### src/rtl/cmu_pkg.sv
// Shared address-field and encoding definitions for the cache management unit and its cache.
package cmu_pkg;

  localparam int unsigned AddrBits  = 32;
  localparam int unsigned TagBits   = 23;
  localparam int unsigned LineWords = 4;
  localparam int unsigned WordLsb   = 2;

  // u_b_h_w: bit 2 = zero-extend, bits 1:0 = 00 byte / 01 half / 10 word
  localparam logic [2:0] UbhwWord = 3'b010;

  typedef enum logic [2:0] {
    StIdle,
    StLookup,
    StPreBack,
    StBack,
    StFill,
    StWait
  } cmu_state_e;

  function automatic logic [31:0] sat_inc(input logic [31:0] v);
    return (v == 32'hFFFF_FFFF) ? v : v + 32'd1;
  endfunction

endpackage

### src/rtl/cmu_if.sv
// Cache lookup/fill bus between the CMU (master) and the cache array (slave).
interface cmu_if #(
  parameter int unsigned ADDR_BITS = cmu_pkg::AddrBits,
  parameter int unsigned TAG_BITS  = cmu_pkg::TagBits
);
  logic [ADDR_BITS-1:0] cache_addr;
  logic                 cache_load;
  logic                 cache_store;
  logic                 cache_edit;
  logic                 cache_invalid;
  logic [2:0]           cache_u_b_h_w;
  logic [31:0]          cache_din;
  logic                 cache_hit;
  logic                 cache_valid;
  logic                 cache_dirty;
  logic [TAG_BITS-1:0]  cache_tag;
  logic [31:0]          cache_dout;

  modport master (
    output cache_addr, cache_load, cache_store, cache_edit, cache_invalid, cache_u_b_h_w,
           cache_din,
    input  cache_hit, cache_valid, cache_dirty, cache_tag, cache_dout
  );

  modport slave (
    input  cache_addr, cache_load, cache_store, cache_edit, cache_invalid, cache_u_b_h_w,
           cache_din,
    output cache_hit, cache_valid, cache_dirty, cache_tag, cache_dout
  );
endinterface

### src/rtl/cmu.sv
// Cache management unit: serves CPU requests from the cache, writing back a dirty victim
// line and refilling from memory on a miss.
module cmu
  import cmu_pkg::*;
#(
  parameter int unsigned ADDR_BITS  = AddrBits,
  parameter int unsigned TAG_BITS   = TagBits,
  parameter int unsigned LINE_WORDS = LineWords
) (
  input  logic                 clk,
  input  logic                 rst,
  input  logic                 en_r,
  input  logic                 en_w,
  input  logic [ADDR_BITS-1:0] addr_rw,
  input  logic [2:0]           u_b_h_w,
  input  logic [31:0]          data_w,
  output logic [31:0]          data_r,
  output logic                 stall,
  cmu_if.master                cache_io,
  output logic                 mem_cs_o,
  output logic                 mem_we_o,
  output logic [ADDR_BITS-1:0] mem_addr_o,
  output logic [31:0]          mem_data_o,
  input  logic [31:0]          mem_data_i,
  input  logic                 mem_ack_i,
  output logic [31:0]          hit_cnt,
  output logic [31:0]          miss_cnt
);

  localparam int unsigned KBits    = $clog2(LINE_WORDS);
  localparam int unsigned IndexLsb = WordLsb + KBits;
  localparam int unsigned IndexMsb = ADDR_BITS - TAG_BITS - 1;
  localparam logic [KBits-1:0] KMax = KBits'(LINE_WORDS - 1);

  cmu_state_e state_q, state_d;
  logic [KBits-1:0]     k_q, k_d;
  logic [ADDR_BITS-1:0] req_addr_q, req_addr_d;
  logic [2:0]           req_ubhw_q, req_ubhw_d;
  logic [31:0]          req_data_q, req_data_d;
  logic                 req_wr_q, req_wr_d;
  logic                 retry_q, retry_d;
  logic [TAG_BITS-1:0]  victim_tag_q, victim_tag_d;
  logic [31:0]          data_r_q, data_r_d;
  logic [31:0]          hit_q, hit_d;
  logic [31:0]          miss_q, miss_d;

  logic                 req_valid;
  logic [ADDR_BITS-1:0] wb_addr;
  logic [ADDR_BITS-1:0] fill_addr;

  assign req_valid = en_r | en_w;
  assign wb_addr   = {victim_tag_q, req_addr_q[IndexMsb:IndexLsb], k_q, 2'b00};
  assign fill_addr = {req_addr_q[ADDR_BITS-1 -: TAG_BITS], req_addr_q[IndexMsb:IndexLsb], k_q,
                      2'b00};

  always_ff @(posedge clk) begin
    if (!rst) begin
      state_q      <= StIdle;
      k_q          <= '0;
      req_addr_q   <= '0;
      req_ubhw_q   <= '0;
      req_data_q   <= '0;
      req_wr_q     <= 1'b0;
      retry_q      <= 1'b0;
      victim_tag_q <= '0;
      data_r_q     <= '0;
      hit_q        <= '0;
      miss_q       <= '0;
    end else begin
      state_q      <= state_d;
      k_q          <= k_d;
      req_addr_q   <= req_addr_d;
      req_ubhw_q   <= req_ubhw_d;
      req_data_q   <= req_data_d;
      req_wr_q     <= req_wr_d;
      retry_q      <= retry_d;
      victim_tag_q <= victim_tag_d;
      data_r_q     <= data_r_d;
      hit_q        <= hit_d;
      miss_q       <= miss_d;
    end
  end

  always_comb begin
    state_d      = state_q;
    k_d          = k_q;
    req_addr_d   = req_addr_q;
    req_ubhw_d   = req_ubhw_q;
    req_data_d   = req_data_q;
    req_wr_d     = req_wr_q;
    retry_d      = retry_q;
    victim_tag_d = victim_tag_q;
    unique case (state_q)
      StIdle: begin
        if (req_valid) begin
          req_addr_d = addr_rw;
          req_ubhw_d = u_b_h_w;
          req_data_d = data_w;
          req_wr_d   = en_w;
          retry_d    = 1'b0;
          state_d    = StLookup;
        end
      end
      StLookup: begin
        if (cache_io.cache_hit) begin
          state_d = StIdle;
        end else begin
          k_d = '0;
          if (cache_io.cache_valid && cache_io.cache_dirty) begin
            victim_tag_d = cache_io.cache_tag;
            state_d      = StPreBack;
          end else begin
            state_d = StFill;
          end
        end
      end
      StPreBack: state_d = StBack;
      StBack: begin
        if (mem_ack_i) begin
          if (k_q == KMax) begin
            k_d     = '0;
            state_d = StFill;
          end else begin
            k_d     = k_q + KBits'(1);
            state_d = StPreBack;
          end
        end
      end
      StFill: begin
        if (mem_ack_i) begin
          k_d = k_q + KBits'(1);
          if (k_q == KMax) state_d = StWait;
        end
      end
      StWait: begin
        retry_d = 1'b1;
        state_d = StLookup;
      end
      default: state_d = StIdle;
    endcase
  end

  // The re-lookup after a refill is bookkeeping only, so it is not counted.
  always_comb begin
    data_r_d = data_r_q;
    hit_d    = hit_q;
    miss_d   = miss_q;
    if (state_q == StLookup) begin
      if (cache_io.cache_hit && !req_wr_q) data_r_d = cache_io.cache_dout;
      if (!retry_q) begin
        if (cache_io.cache_hit) hit_d = sat_inc(hit_q);
        else                    miss_d = sat_inc(miss_q);
      end
    end
  end

  always_comb begin
    stall                  = 1'b0;
    cache_io.cache_addr    = '0;
    cache_io.cache_load    = 1'b0;
    cache_io.cache_store   = 1'b0;
    cache_io.cache_edit    = 1'b0;
    cache_io.cache_invalid = 1'b0;
    cache_io.cache_u_b_h_w = '0;
    cache_io.cache_din     = '0;
    mem_cs_o               = 1'b0;
    mem_we_o               = 1'b0;
    mem_addr_o             = '0;
    mem_data_o             = '0;
    unique case (state_q)
      StIdle: begin
        if (req_valid) begin
          stall                  = 1'b1;
          cache_io.cache_addr    = addr_rw;
          cache_io.cache_load    = en_r & ~en_w;
          cache_io.cache_edit    = en_w;
          cache_io.cache_u_b_h_w = u_b_h_w;
          cache_io.cache_din     = data_w;
        end
      end
      StLookup: stall = ~cache_io.cache_hit;
      StPreBack: begin
        stall               = 1'b1;
        cache_io.cache_addr = wb_addr;
      end
      StBack: begin
        // Keep addressing the victim word so cache_dout stays put until the ack.
        stall               = 1'b1;
        cache_io.cache_addr = wb_addr;
        mem_cs_o            = 1'b1;
        mem_we_o            = 1'b1;
        mem_addr_o          = wb_addr;
        mem_data_o          = cache_io.cache_dout;
      end
      StFill: begin
        stall      = 1'b1;
        mem_cs_o   = 1'b1;
        mem_addr_o = fill_addr;
        if (mem_ack_i) begin
          cache_io.cache_store   = 1'b1;
          cache_io.cache_addr    = fill_addr;
          cache_io.cache_din     = mem_data_i;
          cache_io.cache_u_b_h_w = UbhwWord;
        end
      end
      StWait: begin
        stall                  = 1'b1;
        cache_io.cache_addr    = req_addr_q;
        cache_io.cache_load    = ~req_wr_q;
        cache_io.cache_edit    = req_wr_q;
        cache_io.cache_u_b_h_w = req_ubhw_q;
        cache_io.cache_din     = req_data_q;
      end
      default: stall = 1'b0;
    endcase
  end

  assign data_r   = data_r_q;
  assign hit_cnt  = hit_q;
  assign miss_cnt = miss_q;

endmodule
### src/flat_wrapper.sv
// flat-port wrapper written by rule: the top's interface ports become plain ports
module cmu_flat import cmu_pkg::*;
#(
  parameter int unsigned ADDR_BITS  = AddrBits,
  parameter int unsigned TAG_BITS   = TagBits,
  parameter int unsigned LINE_WORDS = LineWords
)
  (clk, rst, en_r, en_w, addr_rw, u_b_h_w, data_w, data_r, stall, mem_cs_o, mem_we_o, mem_addr_o, mem_data_o, mem_data_i, mem_ack_i, hit_cnt, miss_cnt, cache_io_cache_addr, cache_io_cache_load, cache_io_cache_store, cache_io_cache_edit, cache_io_cache_invalid, cache_io_cache_u_b_h_w, cache_io_cache_din, cache_io_cache_hit, cache_io_cache_valid, cache_io_cache_dirty, cache_io_cache_tag, cache_io_cache_dout);
  cmu_if #(.ADDR_BITS(ADDR_BITS), .TAG_BITS(TAG_BITS)) cache_io_i ();
  input  logic clk;
  input  logic rst;
  input  logic en_r;
  input  logic en_w;
  input  logic [ADDR_BITS-1:0] addr_rw;
  input  logic [2:0] u_b_h_w;
  input  logic [31:0] data_w;
  output logic [31:0] data_r;
  output logic stall;
  output logic mem_cs_o;
  output logic mem_we_o;
  output logic [ADDR_BITS-1:0] mem_addr_o;
  output logic [31:0] mem_data_o;
  input  logic [31:0] mem_data_i;
  input  logic mem_ack_i;
  output logic [31:0] hit_cnt;
  output logic [31:0] miss_cnt;
  output wire logic [$bits(cache_io_i.cache_addr)-1:0] cache_io_cache_addr;
  output wire logic [$bits(cache_io_i.cache_load)-1:0] cache_io_cache_load;
  output wire logic [$bits(cache_io_i.cache_store)-1:0] cache_io_cache_store;
  output wire logic [$bits(cache_io_i.cache_edit)-1:0] cache_io_cache_edit;
  output wire logic [$bits(cache_io_i.cache_invalid)-1:0] cache_io_cache_invalid;
  output wire logic [$bits(cache_io_i.cache_u_b_h_w)-1:0] cache_io_cache_u_b_h_w;
  output wire logic [$bits(cache_io_i.cache_din)-1:0] cache_io_cache_din;
  input wire logic [$bits(cache_io_i.cache_hit)-1:0] cache_io_cache_hit;
  input wire logic [$bits(cache_io_i.cache_valid)-1:0] cache_io_cache_valid;
  input wire logic [$bits(cache_io_i.cache_dirty)-1:0] cache_io_cache_dirty;
  input wire logic [$bits(cache_io_i.cache_tag)-1:0] cache_io_cache_tag;
  input wire logic [$bits(cache_io_i.cache_dout)-1:0] cache_io_cache_dout;
  assign cache_io_cache_addr = cache_io_i.cache_addr;
  assign cache_io_cache_load = cache_io_i.cache_load;
  assign cache_io_cache_store = cache_io_i.cache_store;
  assign cache_io_cache_edit = cache_io_i.cache_edit;
  assign cache_io_cache_invalid = cache_io_i.cache_invalid;
  assign cache_io_cache_u_b_h_w = cache_io_i.cache_u_b_h_w;
  assign cache_io_cache_din = cache_io_i.cache_din;
  assign cache_io_i.cache_hit = cache_io_cache_hit;
  assign cache_io_i.cache_valid = cache_io_cache_valid;
  assign cache_io_i.cache_dirty = cache_io_cache_dirty;
  assign cache_io_i.cache_tag = cache_io_cache_tag;
  assign cache_io_i.cache_dout = cache_io_cache_dout;
  cmu #(.ADDR_BITS(ADDR_BITS), .TAG_BITS(TAG_BITS), .LINE_WORDS(LINE_WORDS)) u_core (.clk(clk), .rst(rst), .en_r(en_r), .en_w(en_w), .addr_rw(addr_rw), .u_b_h_w(u_b_h_w), .data_w(data_w), .data_r(data_r), .stall(stall), .cache_io(cache_io_i), .mem_cs_o(mem_cs_o), .mem_we_o(mem_we_o), .mem_addr_o(mem_addr_o), .mem_data_o(mem_data_o), .mem_data_i(mem_data_i), .mem_ack_i(mem_ack_i), .hit_cnt(hit_cnt), .miss_cnt(miss_cnt));
endmodule
### config.mk
export PLATFORM = sky130hd
export DESIGN_NAME = cmu_flat
export DESIGN_NICKNAME = d
export VERILOG_FILES = /design/src/rtl/cmu_pkg.sv /design/src/rtl/cmu_if.sv /design/src/rtl/cmu.sv /design/src/flat_wrapper.sv
export SDC_FILE = /design/constraint.sdc
export NUM_CORES = 1
export LEC_CHECK = 0
export ABC_AREA = 1
export ABC_CLOCK_PERIOD_IN_PS = 2000
export CAP_MARGIN = 20
export CELL_PAD_IN_SITES_DETAIL_PLACEMENT = 1
export CELL_PAD_IN_SITES_GLOBAL_PLACEMENT = 1
export CORE_MARGIN = 2
export CORE_UTILIZATION = 30
export CTS_CLUSTER_SIZE = 12
export DETAILED_ROUTE_END_ITERATION = 12
export PLACE_DENSITY = 0.82
export SETUP_SLACK_MARGIN = 0.2
export SYNTH_ARGS = -nofsm -noshare
export SYNTH_HDL_FRONTEND = slang
export SYNTH_SLANG_ARGS = --single-unit
### constraint.sdc
create_clock -name clk -period 2 [get_ports clk]
set_clock_uncertainty 0.15 [all_clocks]
set_input_delay 0.3 -clock clk [delete_from_list [all_inputs] [get_ports clk]]
set_output_delay 0.3 -clock clk [all_outputs]
set_load 0.005 [all_outputs]
* Yosys cells after proc, flatten, opt, wreduce, memory -nomap -nowiden
Index checks and enable logic that the tools add are counted.
** Cells by class
- Add/sub/neg operators :: 3
- $mul :: 0
- Div/mod/pow operators :: 0
- $lt $le $gt $ge :: 0
- Equal/unequal tests :: 13
- Shifts and indexed selects :: 0
- Mux-type cells :: 36
- Bitwise logic cells :: 8
- Reductions and logical operators :: 17
** Operator list (number)
- $mux 32 :: 5
- $pmux 32 s4 :: 1
- $pmux 32 s3 :: 1
- $add 32x1->32 const B :: 2
- $eq 32x32->1 const B :: 2
- $pmux 32 s2 :: 1
- $mux 3 :: 8
- $pmux 3 s6 :: 1
- $reduce_and 4->1 :: 4
- $mux 2 :: 5
- $pmux 3 s3 :: 1
- $mux 1 :: 8
- $eq 3x2->1 const B :: 2
- $eq 3x3->1 const B :: 2
- $ne 2x2->1 const B :: 3
- $not 1->1 :: 6
- $pmux 1 s2 :: 3
- $pmux 2 s3 :: 1
- $reduce_and 2->1 :: 3
- $ne 2x1->1 const B :: 2
- $reduce_or 2->1 :: 2
- $reduce_or 4->1 :: 1
- $eq 3x1->1 const B :: 1
- $logic_not 3->1 :: 1
- other kinds (10) :: 11
** Storage, ports and cells
- Register bits after elaboration :: 193
- Bits in latches :: 0
- Memory bits (writable) :: 0
- Memory bits (read-only) :: 0
- Input bits :: 162
- Logic and storage cells :: 88
- Memories :: 0

* Longest topological paths before layout
- Depth in word-level cells :: 4
- Gate-level depth with buffers :: 11
- Mapped depth without buffers :: 11

* Least setup slack after synthesis
Ideal clock, no wire load.
- Path kind :: register to output
- Start :: register u_core.state_q[2]
- End :: output cache_io_cache_addr[13]
- Arrival :: 1.336 ns
- Data required time :: 1.550 ns
- Setup slack :: 0.214 ns
- Cell stages (with the launch flop) :: 8
- Buffers on the path :: 1
- Cell sequence :: dfxtp_1 > inv_2 > ha_1 > inv_1 > clkbuf_1 > o21ai_0 > a21oi_1 > nor2_1
** On the way
- Word-level cells in the longest chain between the ends :: 3
- Elaborated cells between the ends (all ways) :: 7
- Classes of those cells :: eq/ne (4); mux (1); reduce/logical (2)
** RTL lines
- from (decl) :: RTL line cmu.sv:35 : cmu_state_e state_q, state_d;
- from (signal assigned) :: RTL line cmu.sv:58 : state_q <= StIdle;
- from (signal assigned) :: RTL line cmu.sv:70 : state_q <= state_d;
- $eq 3x2->1 :: RTL line cmu.sv:170 : unique case (state_q)
- $reduce_or 2->1 (no source line)
- $pmux 32 s4 * :: RTL line cmu.sv:170
- to (decl) :: RTL line flat_wrapper.sv:27 : output wire logic [$bits(cache_io_i.cache_addr)-1:0] cache_io_cache_addr;
Mark *: on every way between the ends. The rest lies on a longest branch, timed or not.

* Final worst setup path
- Start :: register u_core.state_q[0]
- End :: output cache_io_cache_addr[17]
Same word-level chain as after synthesis.

==> results.ini <==
[status]
outcome=finished with violations
violations=negative setup slack

[grt]
overflow=0
grt_use_total_pct=32.5
grt_pass1_vias=15600
antenna_found_initial=18
grt_max_degree=54
grt_pass1_wl_mm=90.2

[yosys]
netlist_area_um2=10200
yosysWarnings=0
synth.ff_latch_count=193
yosysUniqueCellTypes=37
synth-main-ff-cell=dfxtp_1
async_flop_share_pct=0
synth_area_per_cell_um2=6.39
ys_seq_area_share_pct=38.0
synth_edf_count=0
netlist_instances=1591

[clocking]
htreeDepth=4
cts_tree=yes
ctsRootBufferMaster=clkbuf_16
numCtsBuffers=17
clkSinkCount=193
cts_buffer_depth=2
worstSkewPairLatency_ns=0.45
clk_pin_slew_ns=0.07
ctsHoldBuffers=0

[setup_path]
start_kind=flop
critPathRequiredTime_ns=1.55
worstRegToRegCells=12
endpoint=cache_io_cache_addr[17]
reg2reg_from=u_core.state_q[0]
worstSetupStartpoint=u_core.state_q[0]
worstReg2RegEnd=u_core.victim_tag_q[4]
endpoint_kind=output pin
worstPathArrival_ns=2.20
rrSetupSlack_ns=-0.64
critPathMaxFanout=5
path_class=reg2out

[timing]
period_minus_slack_ns=2.65
worst_slew_pin_slew_ns=0.790
max_freq_mhz=378
slew_viol_final=0
tns_ns=-75.67
period_share_pct=132
rsz0062_at_grt=true
setup_viol=283
relSlewSlack_pct=47.3
setup_slack_ns=-0.645
finalHoldViolCount=0

[detailed_routing]
wl_mm=73.8
first_iter_violations=1074
remaining_drc_errors=0
routed_via_density=5.66
vias=15500
wl_per_cell_um=27.0
drtAntennaViolNets=0
drtPass1Iterations=5

[job]
drv_cap=0

[finish]
layout-drive-gt1-share_pct=40.3
final_cell_area_um2=20500
layout.nets=2427
area_delta_synth_final_pct=102

[floorplan]
start_util_pct=30.4
die_h_um=188
core_area_um2=33400
ioPinCount=396
dieArea_um2=35400
dieWidth_um=188
num_rows=67

[pwr]
leakagePower_nw=8.87
p_seq_share_pct=28.9
p_sw_share_pct=38.8
pwr-share-comb_pct=48.6
p_switching_mw=6.14
p_total_mw=15.8
pwr-share-clk_pct=22.5
power.density_nw_per_um2=772
irDropWorstVdd_mv=0.571
power.internal_mw=9.70

[min_path]
hp-start=rst
hold_class=in2reg

[place]
portBuffers=392
placed_area_um2=15900
hpwl_mm=35.3
place.gp.congestion=0.923

## what timing repair did
item / CTS / global route
buffers inserted: 90 / 38
cloned: 26 / 9
endpoints found under the setup margin: 299 / 388
pin swaps: 117 / 75
hold endpoints to repair: 0 / 0
gates resized for setup: 1026 / 309
## cell usage after synthesis (2+ instances only)
master	count	area share (%)
inv_2	6	0.22
nand3_1	75	3.7
a21oi_1	174	8.6
buf_6	3	0.33
o21ai_0	88	4.3
inv_1	142	5.2
nand2_2	6	0.37
o21ai_1	2	0.098
nand4_1	8	0.49
dfxtp_1	193	38
ha_1	6	0.74
nor3_1	4	0.20
buf_1	4	0.15
a31oi_1	46	2.8
nor2_4	4	0.44
and2_1	2	0.12
nand3_4	3	0.52
o211ai_1	2	0.15
buf_2	31	1.5
xor2_1	4	0.34
nor3_2	3	0.30
nand2_1	453	17
nor2_1	235	8.7
buf_4	8	0.59
clkbuf_1	37	1.4
nor2_2	16	0.98
o21bai_1	16	1.2
a22o_1	11	0.95
## sequential cells by signal, summed over array words and instances, names as in the netlist
| signal | cells |
|---|---|
| u_core.req_wr_q | 1 |
| u_core.retry_q | 1 |
| u_core.k_q | 2 |
| u_core.state_q | 3 |
| u_core.victim_tag_q | 23 |
| u_core.req_data_q | 32 |
| u_core.data_r | 32 |
| u_core.hit_cnt | 32 |
| u_core.miss_cnt | 32 |
| u_core.req_ubhw_q | 3 |
| u_core.req_addr_q | 32 |
## metal layers
metal  wire [um]  global-route usage (%)  vias up  share of wire (%)
met5         126                       0        -               0.17
met4        6730                    18.6       10                9.1
met3        7290                    7.97      466                9.9
met2       34700                    59.0     1045                 47
met1       25000                    34.2     7478                 34
li1            -                       -     6476                  -
## stage by stage
| step | hold slack, ns | cells | utilization, % | worst slack, ns |
|---|---|---|---|---|
| floorplan | 0.289 | 1593 | - | 0.214 |
| global placement | 0.297 | 2525 | 47.4 | -0.817 |
| detailed placement | 0.304 | 2525 | 47.4 | -0.807 |
| CTS | 0.110 | 2672 | 56.1 | -0.461 |
| global route | 0.135 | 2725 | 61.3 | -0.670 |
| finish | 0.142 | 2733 | 61.3 | -0.645 |
## cell families after synthesis
logic type	count (synthesis)	share of synthesized area (%)
buffers and inverters	232	9.51
other	1	0.0369
AND/OR/NAND/NOR	813	33.0
adder cells (fa/ha/maj)	6	0.739
XOR/XNOR	4	0.345
flip-flops	193	38.0
AO/OA/AOI/OAI	342	18.4
## area by class of cell
cell class | instances | area, um^2
Antenna cell | 14 | 35.0
Clock buffer | 19 | 443
Clock inverter | 12 | 126
Fill cell | 3906 | 12900
Inverter | 149 | 607
Multi-Input combinational cell | 1170 | 7400
Sequential cell | 193 | 3950
Tap cell | 448 | 561
Timing Repair Buffer | 728 | 7390
## worst min path at each step
| stage | end | cells after the start |
|---|---|---|
| 6_report | u_core.victim_tag_q[6] | 3 |
| 5_1_grt | u_core.victim_tag_q[6] | 3 |
| 4_1_cts | u_core.victim_tag_q[6] | 3 |
| 3_5_place_dp | u_core.req_data_q[29] | 2 |
| 3_3_place_gp | u_core.req_data_q[21] | 2 |
| 2_1_floorplan | u_core.req_data_q[21] | 2 |
## cells in the final DEF, fill, tap and decap left out, drive strengths merged
cell	netlist	final
o21ai	91	91
o211ai	2	2
buf	46	462
nand4	8	8
a21oi	175	175
nand3	79	80
nor2	256	256
bufinv	0	1
clkdlybuf4s50	0	232
dlymetal6s2s	0	2
clkinvlp	0	4
a211oi	1	1
and2	2	2
nand2	460	461
diode	0	14
inv	148	152
dfxtp	193	193
dlygate4sd2	0	23
o21bai	16	16
conb	1	3
clkdlybuf4s15	0	1
clkbuf	37	27
a22o	11	11
nand3b	1	1
xor2	4	4
a31oi	46	46
ha	6	6
clkinv	1	4
nor3	7	7
## power by group through the flow
stage | clock, mW | combinational, mW | sequential, mW
global route | 3.74 | 7.88 | 4.58
floorplan | 0 | 1.66 | 4.48
global placement | 0 | 4.17 | 4.50
finish | 3.57 | 7.69 | 4.58
detailed placement | 0 | 4.30 | 4.52
CTS | 3.53 | 5.77 | 4.45
## critical path, stage by stage, from the launching register on
cell,delay (ns)
dfxtp_4,0.37
nor2_4,0.15
buf_6,0.12
nand2_4,0.06
inv_6,0.08
nand2_8,0.08
nand2_8,0.11
buf_6,0.10
buf_12,0.11
nand2_1,0.09
a31oi_4,0.30
buf_2,0.18
(Power assumes the default switching activity.)
